$ cat src/rtl/touch_adc_if.sv
// touch_adc_if: SPI master for an ADS7843-class touch ADC (pen debounce, X/Y 8-bit conversions).
// Define TOUCH_AVG_EN to publish the average of every 4 conversion pairs instead of each pair.
// state    | meaning
// IDLE     | waiting for synced pen-down
// DEBOUNCE | counting consecutive low penirq samples
// XFER_X   | 24-dclk frame, X command and data
// XFER_Y   | 24-dclk frame, Y command and data
// PUBLISH  | one cycle, x/y updated, new_coord_r high
// GAP      | idle interval before next pair or release
module touch_adc_if #(
    parameter int         CLK_DIV      = 16,
    parameter int         DEBOUNCE_CYC = 64,
    parameter int         SAMPLE_GAP   = 2048,
    parameter logic [7:0] X_CMD        = 8'hD8,
    parameter logic [7:0] Y_CMD        = 8'h98
) (
    input  logic       sys_clk,
    input  logic       sys_rst,
    input  logic       adc_penirq_n,
    input  logic       adc_dout,
    output logic       adc_dclk,
    output logic       adc_cs_n,
    output logic       adc_din,
    output logic [7:0] x,
    output logic [7:0] y,
    output logic       new_coord_r,
    output logic       transmit_en,
    output logic       penirq_n
);
    localparam int DW   = $clog2(CLK_DIV + 1);
    localparam int TMAX = (DEBOUNCE_CYC > SAMPLE_GAP) ? DEBOUNCE_CYC : SAMPLE_GAP;
    localparam int TW   = $clog2(TMAX + 1);

    typedef enum logic [2:0] {IDLE, DEBOUNCE, XFER_X, XFER_Y, PUBLISH, GAP} state_t;
    state_t state, state_n;

    logic [1:0]    sync_q;
    logic [DW-1:0] div_cnt;
    logic [TW-1:0] tmr;
    logic [4:0]    bit_idx;
    logic [4:0]    nxt_idx;
    logic [7:0]    shreg;
    logic [7:0]    x_cap;
    logic [7:0]    cmd_sel;
    logic [7:0]    start_cmd;
    logic [7:0]    pub_x;
    logic [7:0]    pub_y;
    logic          nxt_din;
    logic          tick;
    logic          frame_end;
    logic          last_pair;
    logic          xfer_n;

    assign penirq_n  = sync_q[1];
    assign tick      = (div_cnt == '0);
    assign frame_end = tick && adc_dclk && (bit_idx == 5'd23);
    assign nxt_idx   = bit_idx + 5'd1;
    assign cmd_sel   = (state == XFER_X) ? X_CMD : Y_CMD;
    assign start_cmd = (state_n == XFER_X) ? X_CMD : Y_CMD;
    assign nxt_din   = (nxt_idx < 5'd8) ? cmd_sel[3'd7 - nxt_idx[2:0]] : 1'b0;
    assign xfer_n    = (state_n == XFER_X) || (state_n == XFER_Y);

    always_ff @(posedge sys_clk) begin
        if (sys_rst) state <= IDLE;
        else         state <= state_n;
    end

    // penirq_n is not consulted from XFER_X through PUBLISH: the ADC drives it invalid then
    always_comb begin
        state_n = state;
        case (state)
            IDLE:     if (!penirq_n) state_n = DEBOUNCE;
            DEBOUNCE: begin
                if (penirq_n)         state_n = IDLE;
                else if (tmr == '0)   state_n = XFER_X;
            end
            XFER_X:   if (frame_end) state_n = XFER_Y;
            XFER_Y:   if (frame_end) state_n = last_pair ? PUBLISH : GAP;
            PUBLISH:  state_n = GAP;
            GAP:      if (tmr == '0) state_n = penirq_n ? IDLE : XFER_X;
            default:  state_n = IDLE;
        endcase
    end

    always_ff @(posedge sys_clk) begin
        if (sys_rst) begin
            sync_q      <= 2'b11;
            div_cnt     <= '0;
            tmr         <= '0;
            bit_idx     <= '0;
            shreg       <= '0;
            x_cap       <= '0;
            adc_dclk    <= 1'b0;
            adc_cs_n    <= 1'b1;
            adc_din     <= 1'b0;
            x           <= '0;
            y           <= '0;
            new_coord_r <= 1'b0;
            transmit_en <= 1'b0;
        end else begin
            sync_q      <= {sync_q[0], adc_penirq_n};
            adc_cs_n    <= !xfer_n;
            transmit_en <= (state_n != IDLE) && (state_n != DEBOUNCE);
            new_coord_r <= (state_n == PUBLISH);

            // the IDLE sample that leaves IDLE counts as the first debounce sample
            if (state == IDLE && !penirq_n)
                tmr <= TW'(DEBOUNCE_CYC - 2);
            else if (state_n == GAP && state != GAP)
                tmr <= TW'(SAMPLE_GAP - 1);
            else if (tmr != '0)
                tmr <= tmr - 1'b1;

            if (xfer_n) begin
                if (state_n != state) begin
                    div_cnt  <= DW'(CLK_DIV - 1);
                    adc_dclk <= 1'b0;
                    bit_idx  <= '0;
                    adc_din  <= start_cmd[7];
                end else if (tick) begin
                    div_cnt <= DW'(CLK_DIV - 1);
                    if (!adc_dclk) begin
                        adc_dclk <= 1'b1;
                        if (bit_idx >= 5'd9 && bit_idx <= 5'd16)
                            shreg <= {shreg[6:0], adc_dout};
                    end else begin
                        adc_dclk <= 1'b0;
                        bit_idx  <= nxt_idx;
                        adc_din  <= nxt_din;
                    end
                end else begin
                    div_cnt <= div_cnt - 1'b1;
                end
            end else begin
                div_cnt  <= '0;
                adc_dclk <= 1'b0;
                adc_din  <= 1'b0;
                bit_idx  <= '0;
            end

            if (state == XFER_X && frame_end) x_cap <= shreg;

            if (state_n == PUBLISH) begin
                x <= pub_x;
                y <= pub_y;
            end
        end
    end

`ifdef TOUCH_AVG_EN
    logic [9:0] sum_x, sum_y, sum_x_n, sum_y_n;
    logic [1:0] pair_cnt;

    assign sum_x_n   = sum_x + {2'b00, x_cap};
    assign sum_y_n   = sum_y + {2'b00, shreg};
    assign last_pair = (pair_cnt == 2'd3);
    assign pub_x     = sum_x_n[9:2];
    assign pub_y     = sum_y_n[9:2];

    always_ff @(posedge sys_clk) begin
        if (sys_rst || state_n == IDLE) begin
            sum_x    <= '0;
            sum_y    <= '0;
            pair_cnt <= '0;
        end else if (state == XFER_Y && frame_end) begin
            if (last_pair) begin
                sum_x    <= '0;
                sum_y    <= '0;
                pair_cnt <= '0;
            end else begin
                sum_x    <= sum_x_n;
                sum_y    <= sum_y_n;
                pair_cnt <= pair_cnt + 2'd1;
            end
        end
    end
`else
    assign last_pair = 1'b1;
    assign pub_x     = x_cap;
    assign pub_y     = shreg;
`endif

endmodule

$ cat config.mk
export PLATFORM = sky130hd
export DESIGN_NAME = touch_adc_if
export DESIGN_NICKNAME = d
export VERILOG_FILES = /design/src/rtl/touch_adc_if.sv
export SDC_FILE = /design/constraint.sdc
export NUM_CORES = 1
export LEC_CHECK = 0
export ABC_CLOCK_PERIOD_IN_PS = 5350
export BUFFER_PORTS_ARGS = -buffer_cell sky130_fd_sc_hd__buf_2
export CAP_MARGIN = 20
export CORE_ASPECT_RATIO = 0.6
export CORE_MARGIN = 1
export CORE_UTILIZATION = 35
export CTS_CLUSTER_SIZE = 25
export DETAILED_ROUTE_END_ITERATION = 8
export PLACE_DENSITY_LB_ADDON = 0.05
export SYNTH_ARGS = -nofsm -noshare
export SYNTH_HDL_FRONTEND = slang
export SYNTH_SLANG_ARGS = --single-unit
$ cat constraint.sdc
create_clock -name sys_clk -period 5.35 [get_ports sys_clk]
set_input_delay 1.07 -clock sys_clk [delete_from_list [all_inputs] [get_ports sys_clk]]
set_output_delay 1.07 -clock sys_clk [all_outputs]
set_load 0.02 [all_outputs]
==> results by group <==
Run status
  – Outcome: finished, final reports clean

CTS
  – Post-cts repair resize count: 0
  – CTS Hold Bufs: 0
  – # H-tree levels: 3
  – Clock tree buffer depth: 2
  – Root Driver: clkbuf_16
  – CTS tree: done
  – CTS sink count: 64
  – Number of CTS-inserted buffers: 9
  – Skew-Pair Late Insertion Delay: 0.32 ns
  – Clock slew at reported path FFs: 0.05 ns
  – Post-CTS Setup Repair Bufs: 0

GRT
  – Remaining global-route overflow: 0
  – Global-route wire length before repair: 9540 um
  – Via count of the first global-routing pass: 1951
  – Tot GR Track Use: 0.155
  – Initial antenna violation count: 0
  – Pin count of the biggest net entering global routing: 45

Floorplan
  – Row cnt: 24
  – Initial Util: 0.373
  – Die outline width: 117 um
  – Ports: 26
  – Die Span Y: 71.1 um
  – DIE AREA: 8340 um^2
  – Core Area: 7480 um^2

Drt
  – DR iter-0 viols: 127
  – WL per Instance: 12.6 um
  – DRC: 0
  – Final wirelength: 5640 um
  – First-pass detailed-route iteration total: 4
  – Met1 Wirelength: 3200 um
  – DR vias: 2095
  – Metal2 WL: 2130 um
  – Vias per cell: 4.70
  – Top sig layer: met4
  – Met3 WL: 230 um
  – Post-route ant nets: 0

Setup path
  – Critical path data required time: 5.61 ns
  – Critical Path AT: 2.68 ns
  – Top cell family by delay on the critical path: simple AND/OR/NAND/NOR gates
  – Crit start category: flop
  – Setup slack, reg-to-reg: 2.93 ns
  – Worst path cell trace: inv_1 -> ha_1 -> nor3b_1 -> nand4_1 -> nor4_1 -> o21ai_2 -> nor2b_1
  – Max incr delay on CP: 0.60 ns
  – CP max stage cell: nor4_1
  – Crit Path Max Fanout: 13
  – Worst Setup End Kind: flop
  – CP Buf/Inv Count: 1
  – CP Class: flop to flop

Synth
  – Yosys reg bits: 64
  – Commonest cells in the netlist: dfxtp_1 (64), nand2_1 (47), nor2_1 (33)
  – Top FF cell, synth: dfxtp_1
  – Syn Inst Count: 315
  – Synth warn: 0
  – Post-synth top area cell: dfxtp_1
  – Post-synthesis cell area: 2790 um^2
  – Register area share after synthesis: 0.460
  – Share of the synthesized area in the top cell type: 0.460
  – Async set or reset register ratio after synthesis: 0
  – Synth cell types: 44
  – Dominant cells by area after synthesis: dfxtp_1 (46%), mux2i_1 (6.8%), nand2_1 (6.3%), a21oi_1 (4.8%), nor2_1 (4.4%)
  – EDFF count, synth: 0
  – Syn nets: 326
  – Most frequent cell after synthesis: dfxtp_1
  – Avg Inst Size Synth: 8.85 um^2

Place
  – Placed cell area: 2970 um^2
  – Setup slack at placement: 2.78 ns
  – # port buffers: 25
  – Detailed Place HPWL: 3890 um
  – GPL Wtd Cong: 0.732

STA
  – Final Skew: 0.00407 ns
  – Worst rel slew slack: 0.437
  – RSZ-0062 raised after global routing: false
  – Slew at the pin closest to its max-slew limit: 0.844 ns
  – Max-slew violations: 0
  – Fin Setup TNS: 0 ns
  – Max Fclk: 0.413 GHz
  – Fin crit share: 0.453
  – Final setup viols: 0
  – Final min period: 2.42 ns
  – Setup WS post-layout: 2.93 ns
  – Hold Vio Cnt, Final: 0

Finish
  – Area grow syn2layout: 17.5%
  – Layout cells sized above 1: 0.155
  – Fillers: 772
  – Final #Nets: 348
  – Design Area, Final: 3270 um^2
  – Inserted Diodes: 0

Power
  – PwrDens: 421 nW/um^2
  – Overall power: 1.38 mW
  – Peak VDD IR: 0.173 mV
  – Leakage power total: 1.25 nW

Job
  – Number of max-cap violations: 0

Min path
  – Hold Crit Class: flop to flop
-- registers in the layout, indices dropped and copies added (netlist names) --
name / count
adc_din: 1
adc_cs_n: 1
tmr: 12
transmit_en: 1
pub_y: 8
bit_idx: 5
new_coord_r: 1
pub_x: 8
x: 8
state: 3
y: 8
sync_q: 2
adc_dclk: 1
div_cnt: 5
-- layout by cell type (no fill, tap or decap), drive strengths merged, types with 2 or more instances in the layout --
master / n
o21ai: 4
nand4: 2
nand2b: 5
clkinv: 2
a211oi: 2
nor4: 2
nor3b: 2
ha: 7
nand3: 9
xnor2: 12
mux2i: 19
buf: 26
or2: 2
and3: 4
dfxtp: 64
inv: 12
and4b: 2
nor4b: 3
nand2: 47
xor2: 5
nor2b: 5
a211o: 3
a31oi: 5
nor2: 34
a21oi: 32
clkbuf: 14
nor3: 7
-- area by class of cell --
class,instances,area (um^2),area share
clock inverter,3,40.0,0.0122
multi-input combinational,223,1380,0.421
timing repair buffer,27,138,0.0420
clock buffer,13,260,0.0795
inverter,12,45.0,0.0138
tap,104,130,0.0397
sequential,64,1280,0.391
-- routing by layer --
metal / global-route usage / vias up
met3: 0.0583 / 6
met4: 0.0759 / 0
met5: 0 / -
met2: 0.198 / 23
li1: - / 1112
met1: 0.223 / 954
-- final timing paths --
| path | startpoint | end | cells after the start |
|---|---|---|---|
| max | tmr[0] | bit_idx[4] | 7 |
| min | sync_q[0] | sync_q[1] | 1 |
| max reg2reg | tmr[0] | bit_idx[4] | 7 |
| min reg2reg | sync_q[0] | sync_q[1] | 1 |
-- power by group --
group          internal (mW)  total, mW  switching, mW
clock                  0.384      0.580          0.196
combinational          0.108      0.247          0.138
sequential             0.515      0.554         0.0385
-- logic make-up after synthesis --
kind of cell             after synthesis  synth area share
AND/OR/NAND/NOR                      129             0.225
AO/OA/AOI/OAI                         50             0.111
XOR/XNOR                              17            0.0534
adder cells (fa/ha/maj)                8            0.0350
flip-flops                            64             0.460
buffers and inverters                 28            0.0476
multiplexers                          19            0.0682
-- per-stage QoR --
step	hold WS, ns	std cells	util
global placement	0.391	429	0.397
finish	0.404	446	0.438
global route	0.427	446	0.438
floorplan	0.389	315	-
CTS	0.405	445	0.437
detailed placement	0.393	429	0.397
Power figures use the tool's default switching activity.
